### config.mk
export PLATFORM = sky130hd
export DESIGN_NAME = wb_bus_if_flat
export DESIGN_NICKNAME = d
export VERILOG_FILES = /design/src/rtl/wb_bus_if_if.sv /design/src/rtl/wb_bus_if.sv /design/src/flat_wrapper.sv
export SDC_FILE = /design/constraint.sdc
export NUM_CORES = 1
export LEC_CHECK = 0
export ABC_AREA = 0
export CORE_UTILIZATION = 56
export CTS_CLUSTER_DIAMETER = 50
export DETAILED_ROUTE_END_ITERATION = 7
export DONT_BUFFER_PORTS = 1
export GPL_ROUTABILITY_DRIVEN = 1
export PLACE_DENSITY = 0.82
export SETUP_SLACK_MARGIN = 0.2
export SYNTH_ARGS = -nofsm -noshare
export SYNTH_HDL_FRONTEND = slang
export SYNTH_SLANG_ARGS = --single-unit
### constraint.sdc
create_clock -name clk -period 3.97 [get_ports clk]
set_input_delay 1.191 -clock clk [delete_from_list [all_inputs] [get_ports clk]]
set_output_delay 1.191 -clock clk [all_outputs]
set_load 0.01 [all_outputs]
### src/rtl/wb_bus_if_if.sv
// Wishbone master-side bus bundle between the CPU bridge and a slave.
// Request fields are master outputs; ack and read data come back from the slave.
interface wb_bus_if_if #(
    parameter int ADDR_WIDTH = 32,
    parameter int DATA_WIDTH = 32
) ();
    logic                      wishbone_cyc_o;
    logic                      wishbone_stb_o;
    logic                      wishbone_we_o;
    logic [ADDR_WIDTH-1:0]     wishbone_addr_o;
    logic [DATA_WIDTH-1:0]     wishbone_data_o;
    logic [DATA_WIDTH/8-1:0]   wishbone_sel_o;
    logic                      wishbone_ack_i;
    logic [DATA_WIDTH-1:0]     wishbone_data_i;

    modport master (
        output wishbone_cyc_o, wishbone_stb_o, wishbone_we_o,
        output wishbone_addr_o, wishbone_data_o, wishbone_sel_o,
        input  wishbone_ack_i, wishbone_data_i
    );

    modport slave (
        input  wishbone_cyc_o, wishbone_stb_o, wishbone_we_o,
        input  wishbone_addr_o, wishbone_data_o, wishbone_sel_o,
        output wishbone_ack_i, wishbone_data_i
    );
endinterface

### src/rtl/wb_bus_if.sv
// CPU-to-Wishbone bridge: one outstanding access, stall request while pending,
// read buffer held through pipeline stalls, flush aborts the access.
module wb_bus_if #(
    parameter int ADDR_WIDTH = 32,
    parameter int DATA_WIDTH = 32
) (
    input  logic                    clk,
    input  logic                    rst,
    input  logic [5:0]              stall_i,
    input  logic                    flush_i,
    input  logic                    cpu_ce_i,
    input  logic                    cpu_we_i,
    input  logic [ADDR_WIDTH-1:0]   cpu_addr_i,
    input  logic [DATA_WIDTH-1:0]   cpu_data_i,
    input  logic [DATA_WIDTH/8-1:0] cpu_sel_i,
    output logic [DATA_WIDTH-1:0]   cpu_data_o,
    output logic                    stallreq_o,
    wb_bus_if_if.master             wb
);
    typedef enum logic [1:0] {
        IDLE,
        BUSY,
        WAIT_STALL
    } state_e;

    state_e                  state_q;
    logic                    cyc_q;
    logic                    stb_q;
    logic                    we_q;
    logic [ADDR_WIDTH-1:0]   addr_q;
    logic [DATA_WIDTH-1:0]   data_q;
    logic [DATA_WIDTH/8-1:0] sel_q;
    logic [DATA_WIDTH-1:0]   rd_buf_q;

    always_ff @(posedge clk or posedge rst) begin
        if (rst) begin
            state_q  <= IDLE;
            cyc_q    <= 1'b0;
            stb_q    <= 1'b0;
            we_q     <= 1'b0;
            addr_q   <= '0;
            data_q   <= '0;
            sel_q    <= '0;
            rd_buf_q <= '0;
        end else begin
            unique case (state_q)
                IDLE: begin
                    if (flush_i) begin
                        rd_buf_q <= '0;
                    end else if (cpu_ce_i) begin
                        cyc_q   <= 1'b1;
                        stb_q   <= 1'b1;
                        we_q    <= cpu_we_i;
                        addr_q  <= cpu_addr_i;
                        data_q  <= cpu_data_i;
                        sel_q   <= cpu_sel_i;
                        state_q <= BUSY;
                    end
                end
                BUSY: begin
                    // flush wins over a same-cycle ack
                    if (flush_i || wb.wishbone_ack_i) begin
                        cyc_q  <= 1'b0;
                        stb_q  <= 1'b0;
                        we_q   <= 1'b0;
                        addr_q <= '0;
                        data_q <= '0;
                        sel_q  <= '0;
                    end
                    if (flush_i) begin
                        rd_buf_q <= '0;
                        state_q  <= IDLE;
                    end else if (wb.wishbone_ack_i) begin
                        if (!we_q) begin
                            rd_buf_q <= wb.wishbone_data_i;
                        end
                        state_q <= (stall_i != 6'd0) ? WAIT_STALL : IDLE;
                    end
                end
                WAIT_STALL: begin
                    if (flush_i) begin
                        rd_buf_q <= '0;
                        state_q  <= IDLE;
                    end else if (stall_i == 6'd0) begin
                        state_q <= IDLE;
                    end
                end
                default: state_q <= IDLE;
            endcase
        end
    end

    always_comb begin
        stallreq_o = 1'b0;
        cpu_data_o = '0;
        unique case (state_q)
            IDLE: begin
                stallreq_o = cpu_ce_i && !flush_i;
                cpu_data_o = rd_buf_q;
            end
            BUSY: begin
                stallreq_o = !wb.wishbone_ack_i && !flush_i;
                if (wb.wishbone_ack_i && !we_q) begin
                    cpu_data_o = wb.wishbone_data_i;
                end
            end
            WAIT_STALL: cpu_data_o = rd_buf_q;
            default: ;
        endcase
    end

    assign wb.wishbone_cyc_o  = cyc_q;
    assign wb.wishbone_stb_o  = stb_q;
    assign wb.wishbone_we_o   = we_q;
    assign wb.wishbone_addr_o = addr_q;
    assign wb.wishbone_data_o = data_q;
    assign wb.wishbone_sel_o  = sel_q;
endmodule

### src/flat_wrapper.sv
// flat-port wrapper written by rule: the top's interface ports become plain ports
module wb_bus_if_flat 
#(
    parameter int ADDR_WIDTH = 32,
    parameter int DATA_WIDTH = 32
)
  (clk, rst, stall_i, flush_i, cpu_ce_i, cpu_we_i, cpu_addr_i, cpu_data_i, cpu_sel_i, cpu_data_o, stallreq_o, wb_wishbone_cyc_o, wb_wishbone_stb_o, wb_wishbone_we_o, wb_wishbone_addr_o, wb_wishbone_data_o, wb_wishbone_sel_o, wb_wishbone_ack_i, wb_wishbone_data_i);
  wb_bus_if_if #(.ADDR_WIDTH(ADDR_WIDTH), .DATA_WIDTH(DATA_WIDTH)) wb_i ();
  input  logic clk;
  input  logic rst;
  input  logic [5:0] stall_i;
  input  logic flush_i;
  input  logic cpu_ce_i;
  input  logic cpu_we_i;
  input  logic [ADDR_WIDTH-1:0] cpu_addr_i;
  input  logic [DATA_WIDTH-1:0] cpu_data_i;
  input  logic [DATA_WIDTH/8-1:0] cpu_sel_i;
  output logic [DATA_WIDTH-1:0] cpu_data_o;
  output logic stallreq_o;
  output wire logic [$bits(wb_i.wishbone_cyc_o)-1:0] wb_wishbone_cyc_o;
  output wire logic [$bits(wb_i.wishbone_stb_o)-1:0] wb_wishbone_stb_o;
  output wire logic [$bits(wb_i.wishbone_we_o)-1:0] wb_wishbone_we_o;
  output wire logic [$bits(wb_i.wishbone_addr_o)-1:0] wb_wishbone_addr_o;
  output wire logic [$bits(wb_i.wishbone_data_o)-1:0] wb_wishbone_data_o;
  output wire logic [$bits(wb_i.wishbone_sel_o)-1:0] wb_wishbone_sel_o;
  input wire logic [$bits(wb_i.wishbone_ack_i)-1:0] wb_wishbone_ack_i;
  input wire logic [$bits(wb_i.wishbone_data_i)-1:0] wb_wishbone_data_i;
  assign wb_wishbone_cyc_o = wb_i.wishbone_cyc_o;
  assign wb_wishbone_stb_o = wb_i.wishbone_stb_o;
  assign wb_wishbone_we_o = wb_i.wishbone_we_o;
  assign wb_wishbone_addr_o = wb_i.wishbone_addr_o;
  assign wb_wishbone_data_o = wb_i.wishbone_data_o;
  assign wb_wishbone_sel_o = wb_i.wishbone_sel_o;
  assign wb_i.wishbone_ack_i = wb_wishbone_ack_i;
  assign wb_i.wishbone_data_i = wb_wishbone_data_i;
  wb_bus_if #(.ADDR_WIDTH(ADDR_WIDTH), .DATA_WIDTH(DATA_WIDTH)) u_core (.clk(clk), .rst(rst), .stall_i(stall_i), .flush_i(flush_i), .cpu_ce_i(cpu_ce_i), .cpu_we_i(cpu_we_i), .cpu_addr_i(cpu_addr_i), .cpu_data_i(cpu_data_i), .cpu_sel_i(cpu_sel_i), .cpu_data_o(cpu_data_o), .stallreq_o(stallreq_o), .wb(wb_i));
endmodule
Word-level counts from Yosys, hierarchy flattened --
Index checks and enable logic that the tools add are counted.
Word-level totals: latch bits 0, logic and storage cells 66, RAM bits 0, memories 0, output and inout bits 104, input bits 112, ROM bits 0, flip-flop bits (word level) 104
Cells by class: multipliers 0, divide/modulo/power cells 0, reductions and logical operators 16, shifts and indexed selects 0, bitwise logic cells 0, eq/ne operators 9, $lt $le $gt $ge 0, mux-type cells 34, add/sub/neg operators 0
Operators with widths (number):
- 2-to-1 mux 32 bit | 10
- one-hot mux 32 bit (2 select lines) | 4
- 2-to-1 mux 2 bit | 7
- 2-to-1 mux 4 bit | 3
- AND reduction 4 bit | 3
- one-hot mux 4 bit (2 select lines) | 1
- logical NOT 6 bit | 1
- != test 3 bit, second input constant | 2
- one-hot mux 1 bit (2 select lines) | 3
- one-hot mux 2 bit (3 select lines) | 1
- nonzero test 6 bit | 1
- 2-to-1 mux 1 bit | 5
- != test 2 x 1 -> 1 bit, second input constant | 2
- != test 2 bit, second input constant | 2
- nonzero test 2 bit | 2
- logical AND 1 bit | 3
- logical NOT 1 bit | 3
- != test 3 x 2 -> 1 bit, second input constant | 1
- == test 2 x 1 -> 1 bit, second input constant | 1
- == test 2 bit, second input constant | 1
- logical NOT 2 bit | 1
- OR reduction 2 bit | 1
- logical OR 1 bit | 1

Longest topological paths before layout --
depth in word-level cells 5, gate-level depth with buffers 7, depth with buffers taken out 3

Worst setup path after synthesis --
No wires, ideal clock.
path type input-to-output, start point in wb_wishbone_ack_i, end point out cpu_data_o[30], buffers on the path 1, arrival 2.063 ns, setup slack 0.716 ns, required time 2.779 ns, stages 4, cell sequence nand2_1 nor3_1 clkbuf_1 a22o_1
Between the ends: longest elaborated chain between the ends 3
Ends and longest elaborated chain:
- from (decl) | line flat_wrapper.sv:26 | input wire logic [$bits(wb_i.wishbone_ack_i)-1:0] wb_wishbone_ack_i;
- logical AND 1 bit | line wb_bus_if.sv:103 | if (wb.wishbone_ack_i && !we_q) begin
- 2-to-1 mux 32 bit | line wb_bus_if.sv:103
- one-hot mux 32 bit (2 select lines) | line wb_bus_if.sv:96 | unique case (state_q)
- to (decl) | line flat_wrapper.sv:18 | output logic [DATA_WIDTH-1:0] cpu_data_o;
No other way between the ends.

Worst setup path after layout --
start point in wb_wishbone_ack_i, end point out cpu_data_o[7]
Same word-level chain as after synthesis.

==> metrics.md <==
| Metric | Value |
|---|---|
| Num CTS Buffers | `9` |
| Worst EP required | `2780 ps` |
| Final Instance Area | `4590 sq um` |
| Fmax | `318 MHz` |
| Mapped Nets | `465` |
| Slew headroom | `0.205` |
| Clock root cell | `clkbuf_8` |
| Ports | `216` |
| Initial Utilization | `0.589` |
| Worst-Skew Late Latency | `350 ps` |
| Vias in the first global route | `2758` |
| Met3 WL | `638 um` |
| Post-layout min period | `3140 ps` |
| Remaining antenna violation count after routing | `0` |
| Drt via density | `6.23` |
| Number of distinct library cells after synthesis | `21` |
| DRT iter0 DRCs | `114` |
| Core ar. | `7370 sq um` |
| R2r endpoint | `u_core.wb.wishbone_addr_o[30]` |
| Tot GR Track Use | `0.227` |
| Initial antenna violation count | `0` |
| Total wire length | `9010 um` |
| Mapped Area | `4340 sq um` |
| Final period util | `0.791` |
| Reg-to-Reg Start | `u_core.state_q[0]` |
| Leak Pwr | `2.18 nW` |
| Total vias in the final route | `2773` |
| Final Max Slew Viols | `0` |
| Clock network power share | `0.274` |
| Clock sink count | `104` |
| Cts repair resizes | `0` |
| CP Capture Point | `cpu_data_o[7]` |
| Hold WS | `532 ps` |
| Post-CTS Setup Inserts | `0` |
| Final hold vios | `0` |
| Critical Path Fanout Max | `32` |
| Worst vdd ir | `0.269 mV` |
| Setup slack, reg-to-reg | `1570 ps` |
| WL/cell | `20.2 um` |
| Cell row count | `31` |
| Status | `completed` |
| Synthesized instance count | `353` |
| WL met2 | `4390 um` |
| Die width | `90.1 um` |
| Port Buffers | `0` |
| Pwr Density | `475 nW/um^2` |
| Clk slew on worst S/H paths | `90 ps` |
| Placer Congestion | `0.738` |
| DR DRC count | `0` |
| Synthesis-to-layout area growth | `5.71%` |
| Post-Layout Cell Count | `445` |
| Switching share of power | `0.297` |
| TritonCTS clock tree | `built` |
| Worst-margin pin slew | `1190 ps` |
| Critical path class | `input pin to output pin` |
| Initial DRT Pass Iterations | `4` |
| Die ar. | `8110 sq um` |
| Crit end category | `output pin` |
| Maximum clock insertion buffer count | `2` |
| Combinational share of power | `0.124` |
| RSZ-0062 raised after global routing | `false` |
| Number of synthesis warnings | `0` |
| Critical Path Start Type | `input pin` |
| Max cap viols | `0` |
| Flops & latches, synth | `104` |
| First-pass GRT wire length | `14500 um` |
| Nets@finish | `453` |
| Pint | `1.53 mW` |
| Crit path from | `wb_wishbone_ack_i` |
| Share of cells above drive strength 1 | `0.0896` |
| Worst hold path type | `flip-flop to flip-flop` |
| Max Used Layer | `met4` |
| CTS H-tree lvls | `3` |
| Worst Setup Slack, final | `829 ps` |
| Seq/Total Area, Yosys | `0.599` |
| Number of diodes | `0` |
| HPWL Detailed | `6320 um` |
| Metal-1 WL | `3870 um` |
| Hold-fix buffers, CTS | `0` |
| Switching power | `0.649 mW` |
| Dpl cell area | `4410 sq um` |
| Setup WS pre-CTS | `827 ps` |
| Yosys top cell by area | `dfrtp_1` |
| Share of power burned in registers | `0.602` |
| Avg Inst Size Synth | `12.3 sq um` |
| # setup viols final | `0` |
| Setup TNS | `0 ps` |
| Critical Path AT | `1950 ps` |
| Logic depth of the worst register-to-register path | `3` |
| Die height | `90.1 um` |
| Largest net degree at the start of global routing | `70` |
| Total congestion overflow | `0` |
| Share of the synthesized area in the top cell type | `0.599` |
| Top cells by area, synth | `dfrtp_1, a22o_1, mux2i_1` |
| Final Skew | `13.7 ps` |
| DP Cell Count | `429` |
[power groups by stage]
stage	sequential [mW]	combinational (mW)	clock (mW)
after floorplan	1.30	0.247	0
after global placement	1.33	0.263	0
after detailed placement	1.33	0.279	0
after CTS	1.31	0.274	0.615
after global routing	1.33	0.302	0.661
final	1.31	0.270	0.598
[cells by family (layout without fill, tap and decap cells)]
family	after synthesis	after routing	synth area share
buf+inv	66	59	0.0663
mux	34	34	0.0787
flops	104	104	0.599
simple gates	43	43	0.0432
compound gates	106	106	0.212
[synthesized netlist by cell type, drive strengths merged]
cell type	count
dfrtp	104
o22ai	1
nand2b	1
mux2	1
or4	1
mux2i	33
o21ai	1
nand2	33
clkbuf	16
nor3	6
a221o	1
buf	14
and3b	1
o21bai	1
inv	36
a22o	102
nor2b	1
[final cells by class]
cell class / instances / area, sq um
clock buffer: 9 / 124
clock inverter: 7 / 55.1
fill: 595 / 2780
inverter: 36 / 139
multi-input combinational: 183 / 1480
sequential: 104 / 2600
tap: 99 / 124
timing repair buffer: 7 / 65.1
[cell usage in the layout (no fill, tap or decap), drive strengths merged, types with 2 or more instances in the layout]
cell / synthesis / final
clkbuf: 16 / 9
dfrtp: 104 / 104
nand2: 33 / 33
nor3: 6 / 6
inv: 36 / 38
buf: 14 / 7
clkinvlp: 0 / 2
a22o: 102 / 102
clkinv: 0 / 3
mux2i: 33 / 33
[through the flow]
| stage | total power, mW | utilization |
|---|---|---|
| 2_1_floorplan | 1.54 | - |
| 4_1_cts | 2.20 | 0.623 |
| 3_3_place_gp | 1.59 | 0.598 |
| 3_5_place_dp | 1.61 | 0.598 |
| 6_report | 2.18 | 0.623 |
| 5_1_grt | 2.29 | 0.623 |
[metal layers]
metal,global-route usage,vias to the layer above
met3,0.0592,10
met1,0.301,1377
met2,0.373,147
met5,0,-
met4,0.0645,0
li1,-,1239
[state kept, by name, summed over array words and instances (netlist names)]
signal / cells
u_core.state_q: 2
u_core.wb.wishbone_we_o: 1
u_core.wb.wishbone_sel_o: 4
u_core.wb.wishbone_data_o: 32
u_core.wb.wishbone_addr_o: 32
u_core.rd_buf_q: 32
u_core.wb.wishbone_cyc_o: 1
[critical path, cell delays in order]
cell	delay [ps]
nand2_1	50
nor3_2	120
buf_4	330
a22o_1	250
[worst min path at each step]
stage	startpoint	to	slack, ps	depth (start not counted)
finish	u_core.rd_buf_q[7]	u_core.rd_buf_q[7]	530	2
global route	u_core.rd_buf_q[18]	u_core.rd_buf_q[18]	560	2
CTS	u_core.rd_buf_q[2]	u_core.rd_buf_q[2]	530	2
detailed placement	u_core.rd_buf_q[2]	u_core.rd_buf_q[2]	520	2
global placement	u_core.rd_buf_q[20]	u_core.rd_buf_q[20]	510	2
floorplan	u_core.rd_buf_q[0]	u_core.rd_buf_q[0]	500	2
(Power assumes the default switching activity.)
